[config.mk]
export PLATFORM = sky130hd
export DESIGN_NAME = alu_share_ctrl
export DESIGN_NICKNAME = d
export VERILOG_FILES = /design/src/rtl/alu_share_ctrl.sv
export SDC_FILE = /design/constraint.sdc
export NUM_CORES = 1
export LEC_CHECK = 0
export ABC_CLOCK_PERIOD_IN_PS = 1800
export CORE_AREA = 10 10 199 201
export CTS_CLUSTER_DIAMETER = 80
export CTS_CLUSTER_SIZE = 12
export DETAILED_ROUTE_END_ITERATION = 10
export DIE_AREA = 0 0 209 211
export HOLD_SLACK_MARGIN = 0.1
export SYNTH_ARGS = -nofsm -noshare
export SYNTH_HDL_FRONTEND = slang
export SYNTH_SLANG_ARGS = --single-unit
export TNS_END_PERCENT = 20
[constraint.sdc]
create_clock -name clk -period 1.8 [get_ports clk]
set_input_delay 0.36 -clock clk [delete_from_list [all_inputs] [get_ports clk]]
set_output_delay 0.36 -clock clk [all_outputs]
set_load 0.03 [all_outputs]
[src/rtl/alu_share_ctrl.sv]
// ---------------------------------------------------------------------------
// alu_share_ctrl
//
// Shares one combinational ALU between two requesters. A round-robin
// arbiter picks a winner in IDLE, the winner's operands and control code are
// registered onto the ALU inputs, the controller waits ALU_CYCLES cycles for
// the ALU to settle, then captures result and flags and pulses the winner's
// done.
//
// Ports:
//   clk, reset                  rising-edge clock, synchronous active-high reset
//   req0/req1                   requests, held high until the matching grant
//   a0/b0/op0, a1/b1/op1        operands and ALU control code per requester
//   grant0/grant1               one-cycle pulse: operands latched
//   done0/done1                 one-cycle pulse: result/flags valid
//   busy                        high whenever the controller is not idle
//   alu_a/alu_b/alu_cntrl       registered ALU inputs
//   alu_result, alu_negative, alu_zero, alu_overflow, alu_carry_out
//                               ALU outputs
//   result, negative, zero, overflow, carry_out
//                               captured ALU outputs, held until next capture
// ---------------------------------------------------------------------------
module alu_share_ctrl #(
  parameter int WIDTH      = 64,
  parameter int ALU_CYCLES = 2
) (
  input  logic             clk,
  input  logic             reset,
  input  logic             req0,
  input  logic             req1,
  input  logic [WIDTH-1:0] a0,
  input  logic [WIDTH-1:0] b0,
  input  logic [WIDTH-1:0] a1,
  input  logic [WIDTH-1:0] b1,
  input  logic [2:0]       op0,
  input  logic [2:0]       op1,
  output logic             grant0,
  output logic             grant1,
  output logic             done0,
  output logic             done1,
  output logic             busy,
  output logic [WIDTH-1:0] alu_a,
  output logic [WIDTH-1:0] alu_b,
  output logic [2:0]       alu_cntrl,
  input  logic [WIDTH-1:0] alu_result,
  input  logic             alu_negative,
  input  logic             alu_zero,
  input  logic             alu_overflow,
  input  logic             alu_carry_out,
  output logic [WIDTH-1:0] result,
  output logic             negative,
  output logic             zero,
  output logic             overflow,
  output logic             carry_out
);

  typedef enum logic [1:0] {IDLE, EXEC, DONE} state_t;

  localparam logic [3:0] CNT_LOAD = 4'(ALU_CYCLES - 1);

  state_t           state, state_n;
  logic [3:0]       cnt, cnt_n;
  logic             last_winner, last_winner_n;
  logic             pick;
  logic             grant0_n, grant1_n, done0_n, done1_n;
  logic [WIDTH-1:0] alu_a_n, alu_b_n, result_n;
  logic [2:0]       alu_cntrl_n;
  logic             negative_n, zero_n, overflow_n, carry_out_n;

  // busy is decoded straight from the state so it tracks IDLE exactly.
  assign busy = (state != IDLE);

  // State and datapath registers. last_winner doubles as the record of who
  // owns the operation in flight, so done is routed from it; it resets to 1
  // so that requester 0 wins the very first tie.
  always_ff @(posedge clk) begin
    if (reset) begin
      state       <= IDLE;
      cnt         <= 4'd0;
      last_winner <= 1'b1;
      grant0      <= 1'b0;
      grant1      <= 1'b0;
      done0       <= 1'b0;
      done1       <= 1'b0;
      alu_a       <= '0;
      alu_b       <= '0;
      alu_cntrl   <= 3'd0;
      result      <= '0;
      negative    <= 1'b0;
      zero        <= 1'b0;
      overflow    <= 1'b0;
      carry_out   <= 1'b0;
    end else begin
      state       <= state_n;
      cnt         <= cnt_n;
      last_winner <= last_winner_n;
      grant0      <= grant0_n;
      grant1      <= grant1_n;
      done0       <= done0_n;
      done1       <= done1_n;
      alu_a       <= alu_a_n;
      alu_b       <= alu_b_n;
      alu_cntrl   <= alu_cntrl_n;
      result      <= result_n;
      negative    <= negative_n;
      zero        <= zero_n;
      overflow    <= overflow_n;
      carry_out   <= carry_out_n;
    end
  end

  // Next-state logic. Everything holds by default and grant/done default low
  // so they come out as single-cycle pulses. On a tie the requester that did
  // not win last time is chosen; with a single request that requester wins.
  // The ALU inputs are only written in IDLE, so late operand changes by a
  // requester never reach the ALU during EXEC.
  always_comb begin
    state_n       = state;
    cnt_n         = cnt;
    last_winner_n = last_winner;
    grant0_n      = 1'b0;
    grant1_n      = 1'b0;
    done0_n       = 1'b0;
    done1_n       = 1'b0;
    alu_a_n       = alu_a;
    alu_b_n       = alu_b;
    alu_cntrl_n   = alu_cntrl;
    result_n      = result;
    negative_n    = negative;
    zero_n        = zero;
    overflow_n    = overflow;
    carry_out_n   = carry_out;
    pick          = (req0 && req1) ? ~last_winner : req1;

    case (state)
      IDLE: begin
        if (req0 || req1) begin
          last_winner_n = pick;
          if (pick) begin
            alu_a_n     = a1;
            alu_b_n     = b1;
            alu_cntrl_n = op1;
            grant1_n    = 1'b1;
          end else begin
            alu_a_n     = a0;
            alu_b_n     = b0;
            alu_cntrl_n = op0;
            grant0_n    = 1'b1;
          end
          cnt_n   = CNT_LOAD;
          state_n = EXEC;
        end
      end
      EXEC: begin
        if (cnt != 4'd0) begin
          cnt_n = cnt - 4'd1;
        end else begin
          result_n    = alu_result;
          negative_n  = alu_negative;
          zero_n      = alu_zero;
          overflow_n  = alu_overflow;
          carry_out_n = alu_carry_out;
          if (last_winner) begin
            done1_n = 1'b1;
          end else begin
            done0_n = 1'b1;
          end
          state_n = DONE;
        end
      end
      DONE: begin
        state_n = IDLE;
      end
      default: begin
        state_n = IDLE;
      end
    endcase
  end

endmodule

Yosys cells after proc, flatten, opt, wreduce, memory -nomap -nowiden
Index checks and enable logic that the tools add are counted.
- bits in registers: 210
- input port bits: 334
- output and inout port bits: 204
- word-level logic and storage cells: 51
- $add $sub $neg: 1
- equality and inequality tests: 4
- mux-type cells: 14
- bitwise logic cells: 5
- reduce and logical (&&, ||, !) cells: 12
- operators by type and width (kind ; count):
    64-bit two-way mux ; 2
    4-bit two-way mux ; 2
    4-bit one-hot mux with 2 select lines ; 1
    2-bit != test, second input constant ; 3
    2-bit AND reduction ; 3
    3-bit OR reduction ; 2
    1-bit two-way mux ; 5
    1-bit inverter ; 5
    2-bit two-way mux ; 2
    2-bit one-hot mux with 2 select lines ; 1
    2-bit nonzero test ; 2
    4-bit nonzero test ; 1
    4-bit by 1-bit subtractor with 4-bit output, second input constant ; 1
    3-bit two-way mux ; 1
    3-bit AND reduction ; 1
    2-bit by 1-bit == test with 1-bit output, second input constant ; 1
    2-bit zero test ; 1
    1-bit logical AND ; 1
    1-bit logical OR ; 1

Logic depth before layout (Yosys ltp)
Gate-level depths: netlist of run 1.
- depth in word-level cells: 3
- mapped depth: 7
- mapped depth without buffers: 5

Least setup slack after synthesis of run 1
OpenSTA, ideal clock, no wires.
- kind: input to register
- start: input reset
- end: register alu_a[0]
- setup time: 0.122 ns
- data arrival time: 1.433 ns
- required time: 1.678 ns
- setup slack: 0.245 ns
- stages: 7
- buffers on the path: 4
- cells stage by stage: buf_2 > nor3_1 > and3_1 > buf_6 > buf_6 > buf_6 > a221o_1
- RTL lines (what ; line ; source):
    start: declaration ; 28 ; input logic reset,
    end signal: assignment ; 101 ; alu_a <= alu_a_n;
    end: declaration ; 42 ; output logic [WIDTH-1:0] alu_a,

Worst setup path after layout of run 1
- start: register result[21]
- end: output result[21]
- RTL lines (what ; line ; source):
    start: declaration ; 50 ; output logic [WIDTH-1:0] result,
    start signal: assignment ; 104 ; result <= result_n;
No word-level cell between the ends.

==> flow_results.xml, run 1 <==
<?xml version="1.0" encoding="UTF-8"?>
<metrics>
  <group name="outcome">
    <metric name="status" unit="">finished clean</metric>
  </group>
  <group name="place">
    <metric name="portBuffers" unit="">537</metric>
    <metric name="place.detailed.instances" unit="">1873</metric>
    <metric name="placedInstanceArea" unit="sq mm">0.01469</metric>
    <metric name="pre_cts_slack" unit="ns">-0.06184</metric>
    <metric name="place.detailed.hpwl" unit="um">32380</metric>
    <metric name="gp_congestion" unit="">0.8190</metric>
  </group>
  <group name="timing">
    <metric name="worst_pin_slew" unit="ns">0.5704</metric>
    <metric name="clock.fmax" unit="MHz">584.5</metric>
    <metric name="final_period_minus_worst_setup_slack" unit="ns">1.711</metric>
    <metric name="hold_violations" unit="">0</metric>
    <metric name="slew_headroom" unit="%">61.98</metric>
    <metric name="grt_setup_unrepaired" unit="">no</metric>
    <metric name="worst_slack" unit="ns">0.08926</metric>
    <metric name="final.setup_skew" unit="ns">0.03484</metric>
    <metric name="timing.final.max_slew_violations" unit="">0</metric>
    <metric name="setup-violations-final" unit="">0</metric>
    <metric name="share_of_the_clock_period_used_by_the_worst_path_after_layout" unit="%">95.04</metric>
  </group>
  <group name="critical_path">
    <metric name="cpPeakStageDelay" unit="ns">0.43</metric>
    <metric name="reg_to_reg_end" unit="">result[19]$_SDFFE_PP0P_</metric>
    <metric name="critical_path.startpoint_type" unit="">register</metric>
    <metric name="timing.reg2reg.worst_path_depth" unit="">6</metric>
    <metric name="critPathSlowestCell" unit="">dlygate4sd2_1</metric>
    <metric name="cp_data_arrival_time" unit="ns">1.35</metric>
    <metric name="cp.required" unit="ns">1.44</metric>
    <metric name="worst_path_fanout_max" unit="">2</metric>
    <metric name="critPathCaptureType" unit="">output port</metric>
    <metric name="critical_path.top_delay_family" unit="">buffers and inverters</metric>
    <metric name="timing.rr.start" unit="">cnt[0]$_SDFFE_PP0P_</metric>
    <metric name="crit_path_cell_trace" unit="">dlygate4sd2_1</metric>
    <metric name="timing_worst_setup_path_type" unit="">register to output port</metric>
    <metric name="worstPathBufferInverterCount" unit="">1</metric>
    <metric name="rrSetupSlack" unit="ns">0.12</metric>
  </group>
  <group name="final_layout">
    <metric name="most-common-layout-cells" unit="">clkdlybuf4s50_1 (332), dfxtp_1 (208), dlygate4sd2_1 (202)</metric>
    <metric name="nNetsFinal" unit="">1778</metric>
    <metric name="layout.cell_area.non_filler" unit="sq mm">0.01516</metric>
    <metric name="layout_commonest_cell" unit="">clkdlybuf4s50_1</metric>
    <metric name="fraction_of_layout_instances_using_a_drive_strength_above_1" unit="%">5.325</metric>
    <metric name="flow.area_growth_from_synthesis" unit="%">72.30</metric>
    <metric name="final_instance_count_excl_fillers" unit="">1910</metric>
    <metric name="final_util" unit="%">42.82</metric>
  </group>
  <group name="synth">
    <metric name="syn_avg_cell_area" unit="sq um">9.162</metric>
    <metric name="syn-num-nets" unit="">1296</metric>
    <metric name="edff_count_synth" unit="">0</metric>
    <metric name="ys_seq_elements" unit="">210</metric>
    <metric name="synth-warning-count" unit="">0</metric>
    <metric name="synthesized_netlist_cell_count" unit="">960</metric>
    <metric name="async_flop_share" unit="%">0</metric>
    <metric name="synth_area" unit="sq mm">0.008796</metric>
    <metric name="dominantRegCellSynth" unit="">dfxtp_1</metric>
    <metric name="synthDistinctLibCells" unit="">29</metric>
    <metric name="register_area_share_after_synthesis" unit="%">47.80</metric>
  </group>
  <group name="pwr">
    <metric name="power.net_switching" unit="mW">4.971</metric>
    <metric name="cell_area_power_density" unit="mW/mm^2">944.1</metric>
    <metric name="share_comb_of_total_power" unit="%">31.8</metric>
    <metric name="swShare" unit="%">34.74</metric>
    <metric name="ir_drop" unit="mV">0.8075</metric>
    <metric name="total_power" unit="mW">14.31</metric>
    <metric name="leakagePower" unit="nW">6.176</metric>
    <metric name="internal-power" unit="mW">9.338</metric>
    <metric name="sequentialPowerShare" unit="%">37.9</metric>
    <metric name="clock_share_of_power" unit="%">30.3</metric>
  </group>
  <group name="run">
    <metric name="cap_viol_max_count" unit="">0</metric>
  </group>
  <group name="cts">
    <metric name="cts-htree-levels" unit="">1</metric>
    <metric name="quantity_of_hold_fixing_buffers_added_after_cts" unit="">0</metric>
    <metric name="cts_inserted_buffers" unit="">23</metric>
    <metric name="clock_insertion_delay_worst_skew" unit="ns">0.53</metric>
    <metric name="tritoncts_clock_tree" unit="">done</metric>
    <metric name="max_buffers_root_to_sink" unit="">3</metric>
    <metric name="root_buffer" unit="">clkbuf_16</metric>
    <metric name="clock_sink_count" unit="">210</metric>
    <metric name="clk_pin_slew" unit="ns">0.06</metric>
  </group>
  <group name="global_route">
    <metric name="grt.overflow.total" unit="">0</metric>
    <metric name="antenna_violations_before_repair" unit="">3</metric>
    <metric name="pin_count_of_the_biggest_net_entering_global_routing" unit="">106</metric>
    <metric name="globalRouteTotalUtil" unit="%">18.71</metric>
    <metric name="first_global_vias" unit="">9659</metric>
    <metric name="wire_length_of_the_first_global_routing_pass" unit="um">65120</metric>
  </group>
  <group name="detailed_routing">
    <metric name="num_vias" unit="">9512</metric>
    <metric name="wl_per_cell" unit="um">23.45</metric>
    <metric name="drcViolationCount" unit="">0</metric>
    <metric name="vias_per_std_cell" unit="">4.980</metric>
    <metric name="drt_iter0_markers" unit="">432</metric>
    <metric name="firstDrtPassIters" unit="">5</metric>
    <metric name="drt-total-wl" unit="um">44800</metric>
    <metric name="final_antenna_net_count" unit="">0</metric>
  </group>
  <group name="hold_path">
    <metric name="end_point_of_the_most_critical_hold_path" unit="">grant0$_SDFF_PP0_</metric>
    <metric name="holdCritPathClass" unit="">input pin to register</metric>
    <metric name="min_delay_path_depth" unit="">3</metric>
    <metric name="hold_path_startpoint" unit="">reset</metric>
  </group>
  <group name="floorplan">
    <metric name="dieWidth" unit="um">209</metric>
    <metric name="floorplan.core_area" unit="sq mm">0.03540</metric>
    <metric name="initial_core_util" unit="%">24.85</metric>
    <metric name="floorplan.die_area" unit="sq mm">0.04410</metric>
    <metric name="design.portCount" unit="">538</metric>
    <metric name="die-height" unit="um">211</metric>
    <metric name="num_rows" unit="">69</metric>
  </group>
</metrics>
through the flow:
step	setup TNS (ns)	hold WS (ns)
6_report	0	0.2816
5_1_grt	0	0.2756
3_5_place_dp	-4.644	0.4663
3_3_place_gp	-5.805	0.4592
2_1_floorplan	0	0.4358
4_1_cts	-0.03530	0.2516
worst reg2reg max path, cell delays in order (launching register included):
cell and delay [ns]:
dfxtp_1 0.32, inv_1 0.10, ha_1 0.17, nor3b_2 0.37
buf_12 0.29, nand3_1 0.21, a21oi_1 0.16
power groups by stage:
stage | Combinational, mW | Clock, mW | Sequential [mW]
finish | 4.56 | 4.33 | 5.42
global route | 4.85 | 4.63 | 5.47
CTS | 4.55 | 4.51 | 5.42
detailed placement | 4.81 | 0 | 5.53
global placement | 4.79 | 0 | 5.51
floorplan | 1.42 | 0 | 6.47
kinds of logic (layout without fill, tap and decap cells):
kind of cell	count (synthesis)	in the layout	share of synthesized area, %
adder cells (fa/ha/maj)	2	2	0.2844
buffers and inverters	250	736	12.03
AO/OA/AOI/OAI	409	409	34.58
AND/OR/NAND/NOR	89	89	5.306
other	0	3	0
flip-flops	210	210	47.80
state kept, by name, indices dropped and copies added, names as in the netlist:
name,count
negative,1
done0,1
cnt,4
grant1,1
state,2
alu_a,64
carry_out,1
zero,1
done1,1
overflow,1
result,64
alu_cntrl,3
grant0,1
last_winner,1
alu_b,64
per-layer routing:
metal	global-route usage (%)	share of wire (%)	wire length (um)	vias up
li1	-	-	-	4517
met1	21.66	40	17800	4551
met2	31.70	49	21750	397
met3	7.436	9.6	4292	47
met4	4.515	2.1	947	0
met5	0	0	0	-
cells in the mapped netlist (2+ instances only):
master	number	area (sq um)
a211oi_1	131	983.4
a21oi_1	73	365.4
a221o_1	131	1311
a31o_1	2	17.52
and3_1	2	12.51
buf_1	3	11.26
buf_2	36	180.2
buf_4	2	15.01
buf_6	9	101.4
clkbuf_1	64	240.2
dfxtp_1	210	4204
ha_1	2	25.02
inv_1	136	510.5
nand2_1	4	15.01
nand2b_1	2	12.51
nand3_1	68	340.3
nor3_1	3	15.01
o21ai_0	70	350.3
or4_1	2	15.01
timing repair:
action,CTS,global route
pin swaps,1,1
resized for setup,205,7
gates cloned,1,1
endpoints found under the setup margin,203,18
setup buffers,1,2
worst max-delay path by stage:
stage / cells past startpoint / end / startpoint
3_5_place_dp: 5 / alu_a[22]$_SDFFE_PP0P_ / req1
4_1_cts: 4 / busy / state[0]$_SDFFE_PP0P_
6_report: 1 / result[21] / result[21]$_SDFFE_PP0P_
2_1_floorplan: 7 / alu_a[0]$_SDFFE_PP0P_ / reset
3_3_place_gp: 5 / alu_b[48]$_SDFFE_PP0P_ / req1
5_1_grt: 6 / result[24]$_SDFFE_PP0P_ / cnt[0]$_SDFFE_PP0P_
final cells by class:
type | count | area [sq um]
fill | 3498 | 20240
timing repair buffer | 571 | 5667
sequential | 210 | 4207
multi-input combinational | 500 | 3563
tap | 461 | 576.8
clock buffer | 23 | 575.6
inverter | 136 | 510.5
clock inverter | 6 | 48.80
antenna | 3 | 7.507
Power figures use the tool's default switching activity.
==> inputs of run 2 (changes only) <==
ABC_CLOCK_PERIOD_IN_PS = 2100   (was 1800)
clock period = 2.1 ns   (was 1.8 ns; I/O delays follow)
==> run 2 against run 1 <==
Compared with the run above: via count increased by 0.11%; cell count down 0.63%; sequential power shrank 14%; combinational power is 11% lower; flip-flop and latch count unchanged; final area up 0.31%; critical endpoint is now alu_a[16].
==> flow_results.xml, run 2 (synthesized netlist as in run 1, its figures left out) <==
<?xml version="1.0" encoding="UTF-8"?>
<metrics>
  <group name="pwr">
    <metric name="total_power" unit="mW">12.40</metric>
    <metric name="leakagePower" unit="nW">5.270</metric>
    <metric name="cell_area_power_density" unit="mW/mm^2">815.8</metric>
    <metric name="ir_drop" unit="mV">0.6685</metric>
  </group>
  <group name="detailed_routing">
    <metric name="num_vias" unit="">9522</metric>
    <metric name="vias_per_std_cell" unit="">5.017</metric>
    <metric name="final_antenna_net_count" unit="">0</metric>
    <metric name="drcViolationCount" unit="">0</metric>
    <metric name="drt_iter0_markers" unit="">596</metric>
    <metric name="drt-total-wl" unit="um">43540</metric>
    <metric name="wl_per_cell" unit="um">22.94</metric>
    <metric name="firstDrtPassIters" unit="">5</metric>
  </group>
  <group name="timing">
    <metric name="share_of_the_clock_period_used_by_the_worst_path_after_layout" unit="%">96.52</metric>
    <metric name="timing.final.max_slew_violations" unit="">0</metric>
    <metric name="worst_pin_slew" unit="ns">0.8682</metric>
    <metric name="setup-violations-final" unit="">0</metric>
    <metric name="final.setup_skew" unit="ns">0.005814</metric>
    <metric name="holdWs" unit="ns">0.4031</metric>
    <metric name="worst_slack" unit="ns">0.07311</metric>
    <metric name="clock.fmax" unit="MHz">493.4</metric>
    <metric name="final_period_minus_worst_setup_slack" unit="ns">2.027</metric>
    <metric name="slew_headroom" unit="%">42.12</metric>
    <metric name="final.setup.tns" unit="ns">0</metric>
    <metric name="grt_setup_unrepaired" unit="">no</metric>
    <metric name="hold_violations" unit="">0</metric>
  </group>
  <group name="final_layout">
    <metric name="final_util" unit="%">42.95</metric>
    <metric name="flow.area_growth_from_synthesis" unit="%">72.83</metric>
    <metric name="fraction_of_layout_instances_using_a_drive_strength_above_1" unit="%">4.251</metric>
    <metric name="layout.cell_area.non_filler" unit="sq mm">0.01520</metric>
    <metric name="most-common-layout-cells" unit="">clkdlybuf4s50_1 (534), dfxtp_1 (210), inv_1 (136)</metric>
    <metric name="layout_commonest_cell" unit="">clkdlybuf4s50_1</metric>
    <metric name="reg.largest.list" unit="">alu_a: 64 flops, alu_b: 64 flops, result: 64 flops</metric>
    <metric name="final_instance_count_excl_fillers" unit="">1898</metric>
    <metric name="nNetsFinal" unit="">1767</metric>
  </group>
  <group name="critical_path">
    <metric name="critical_path.top_delay_family" unit="">buffers and inverters</metric>
    <metric name="crit_path_cell_trace" unit="">clkdlybuf4s50_1</metric>
    <metric name="worst_path_fanout_max" unit="">2</metric>
    <metric name="timing_worst_setup_path_type" unit="">register to output port</metric>
    <metric name="critPathSlowestCell" unit="">clkdlybuf4s50_1</metric>
    <metric name="timing.rr.start" unit="">state[1]$_SDFFE_PP0P_</metric>
    <metric name="reg_to_reg_end" unit="">alu_a[0]$_SDFFE_PP0P_</metric>
    <metric name="worstPathBufferInverterCount" unit="">1</metric>
    <metric name="critPathCaptureType" unit="">output port</metric>
    <metric name="critical_path.startpoint_type" unit="">register</metric>
    <metric name="cpPeakStageDelay" unit="ns">0.73</metric>
    <metric name="cp_data_arrival_time" unit="ns">1.61</metric>
    <metric name="cp.required" unit="ns">1.68</metric>
    <metric name="timing.reg2reg.worst_path_depth" unit="">4</metric>
    <metric name="rrSetupSlack" unit="ns">0.24</metric>
  </group>
  <group name="outcome">
    <metric name="status" unit="">finished clean</metric>
  </group>
  <group name="global_route">
    <metric name="antenna_violations_before_repair" unit="">2</metric>
    <metric name="globalRouteTotalUtil" unit="%">18.52</metric>
    <metric name="wire_length_of_the_first_global_routing_pass" unit="um">64980</metric>
    <metric name="first_global_vias" unit="">9882</metric>
    <metric name="pin_count_of_the_biggest_net_entering_global_routing" unit="">135</metric>
    <metric name="grt.overflow.total" unit="">0</metric>
  </group>
  <group name="place">
    <metric name="place.detailed.instances" unit="">1868</metric>
    <metric name="gp_congestion" unit="">0.8013</metric>
    <metric name="pre_cts_slack" unit="ns">0.1286</metric>
    <metric name="portBuffers" unit="">537</metric>
    <metric name="placedInstanceArea" unit="sq mm">0.01457</metric>
    <metric name="place.detailed.hpwl" unit="um">31680</metric>
  </group>
  <group name="floorplan">
    <metric name="floorplan.die_area" unit="sq mm">0.04410</metric>
    <metric name="design.portCount" unit="">538</metric>
    <metric name="die-height" unit="um">211</metric>
    <metric name="initial_core_util" unit="%">24.85</metric>
    <metric name="dieWidth" unit="um">209</metric>
    <metric name="num_rows" unit="">69</metric>
    <metric name="floorplan.core_area" unit="sq mm">0.03540</metric>
  </group>
  <group name="cts">
    <metric name="clock_insertion_delay_worst_skew" unit="ns">0.51</metric>
    <metric name="ctsResizeCount" unit="">1</metric>
    <metric name="clk_pin_slew" unit="ns">0.06</metric>
    <metric name="tritoncts_clock_tree" unit="">done</metric>
    <metric name="quantity_of_hold_fixing_buffers_added_after_cts" unit="">0</metric>
    <metric name="cts_inserted_buffers" unit="">22</metric>
    <metric name="cts-htree-levels" unit="">1</metric>
    <metric name="root_buffer" unit="">clkbuf_16</metric>
    <metric name="post_cts.repair.setup_buffers" unit="">0</metric>
    <metric name="clock_sink_count" unit="">210</metric>
    <metric name="max_buffers_root_to_sink" unit="">3</metric>
  </group>
  <group name="hold_path">
    <metric name="end_point_of_the_most_critical_hold_path" unit="">grant0$_SDFF_PP0_</metric>
    <metric name="holdCritPathClass" unit="">input pin to register</metric>
    <metric name="min_delay_path_depth" unit="">3</metric>
    <metric name="hold_path_startpoint" unit="">reset</metric>
  </group>
  <group name="run">
    <metric name="cap_viol_max_count" unit="">0</metric>
  </group>
</metrics>
-- run 2: cell count changes in the layout (fill, tap and decap cells not counted), moves of 2 or more --
cell | before | now
clkdlybuf4s50_1 | 332 | 534
dlygate4sd2_1 | 202 | 1
buf_12 | 20 | 13
o21ai_0 | 64 | 70
o21ai_1 | 6 | 0
buf_4 | 14 | 12
dfxtp_1 | 208 | 210
dfxtp_2 | 2 | 0
inv_6 | 2 | 0
-- run 2: worst max path at each step --
stage	start	end	slack, ns	cells after the start
3_5_place_dp	req1	alu_a[1]$_SDFFE_PP0P_	0.13	5
2_1_floorplan	reset	alu_a[0]$_SDFFE_PP0P_	0.49	7
3_3_place_gp	req1	alu_b[48]$_SDFFE_PP0P_	0.14	5
4_1_cts	alu_a[27]$_SDFFE_PP0P_	alu_a[27]	0.04	1
5_1_grt	alu_a[27]$_SDFFE_PP0P_	alu_a[27]	0.009	1
6_report	alu_a[16]$_SDFFE_PP0P_	alu_a[16]	0.07	1
-- run 2: metal layers --
metal / global-route usage, % / part of all wire (%) / up-vias
met5: 0 / 0 / -
met4: 5.160 / 2.6 / 0
met3: 7.289 / 10 / 54
met2: 30.96 / 48 / 422
met1: 21.60 / 40 / 4542
li1: - / - / 4504
-- run 2: tightest hold or removal path, cell delays in order --
cell and delay, ns:
buf_6 0.10, nor3_1 0.06, and3_4 0.25
-- run 2: area by class of cell --
| type | instances | area [sq um] |
|---|---|---|
| antenna | 2 | 5.005 |
| clock buffer | 24 | 579.3 |
| clock inverter | 4 | 50.05 |
| fill | 3440 | 20190 |
| inverter | 136 | 510.5 |
| multi-input combinational | 500 | 3561 |
| sequential | 210 | 4204 |
| tap | 461 | 576.8 |
| timing repair buffer | 561 | 5715 |
-- run 2: power by group --
group / switching (mW) / internal [mW] / total, mW
Combinational: 2.25 / 1.79 / 4.04
Clock: 1.64 / 2.07 / 3.71
Sequential: 0.235 / 4.42 / 4.66
Total: 4.12 / 8.28 / 12.4
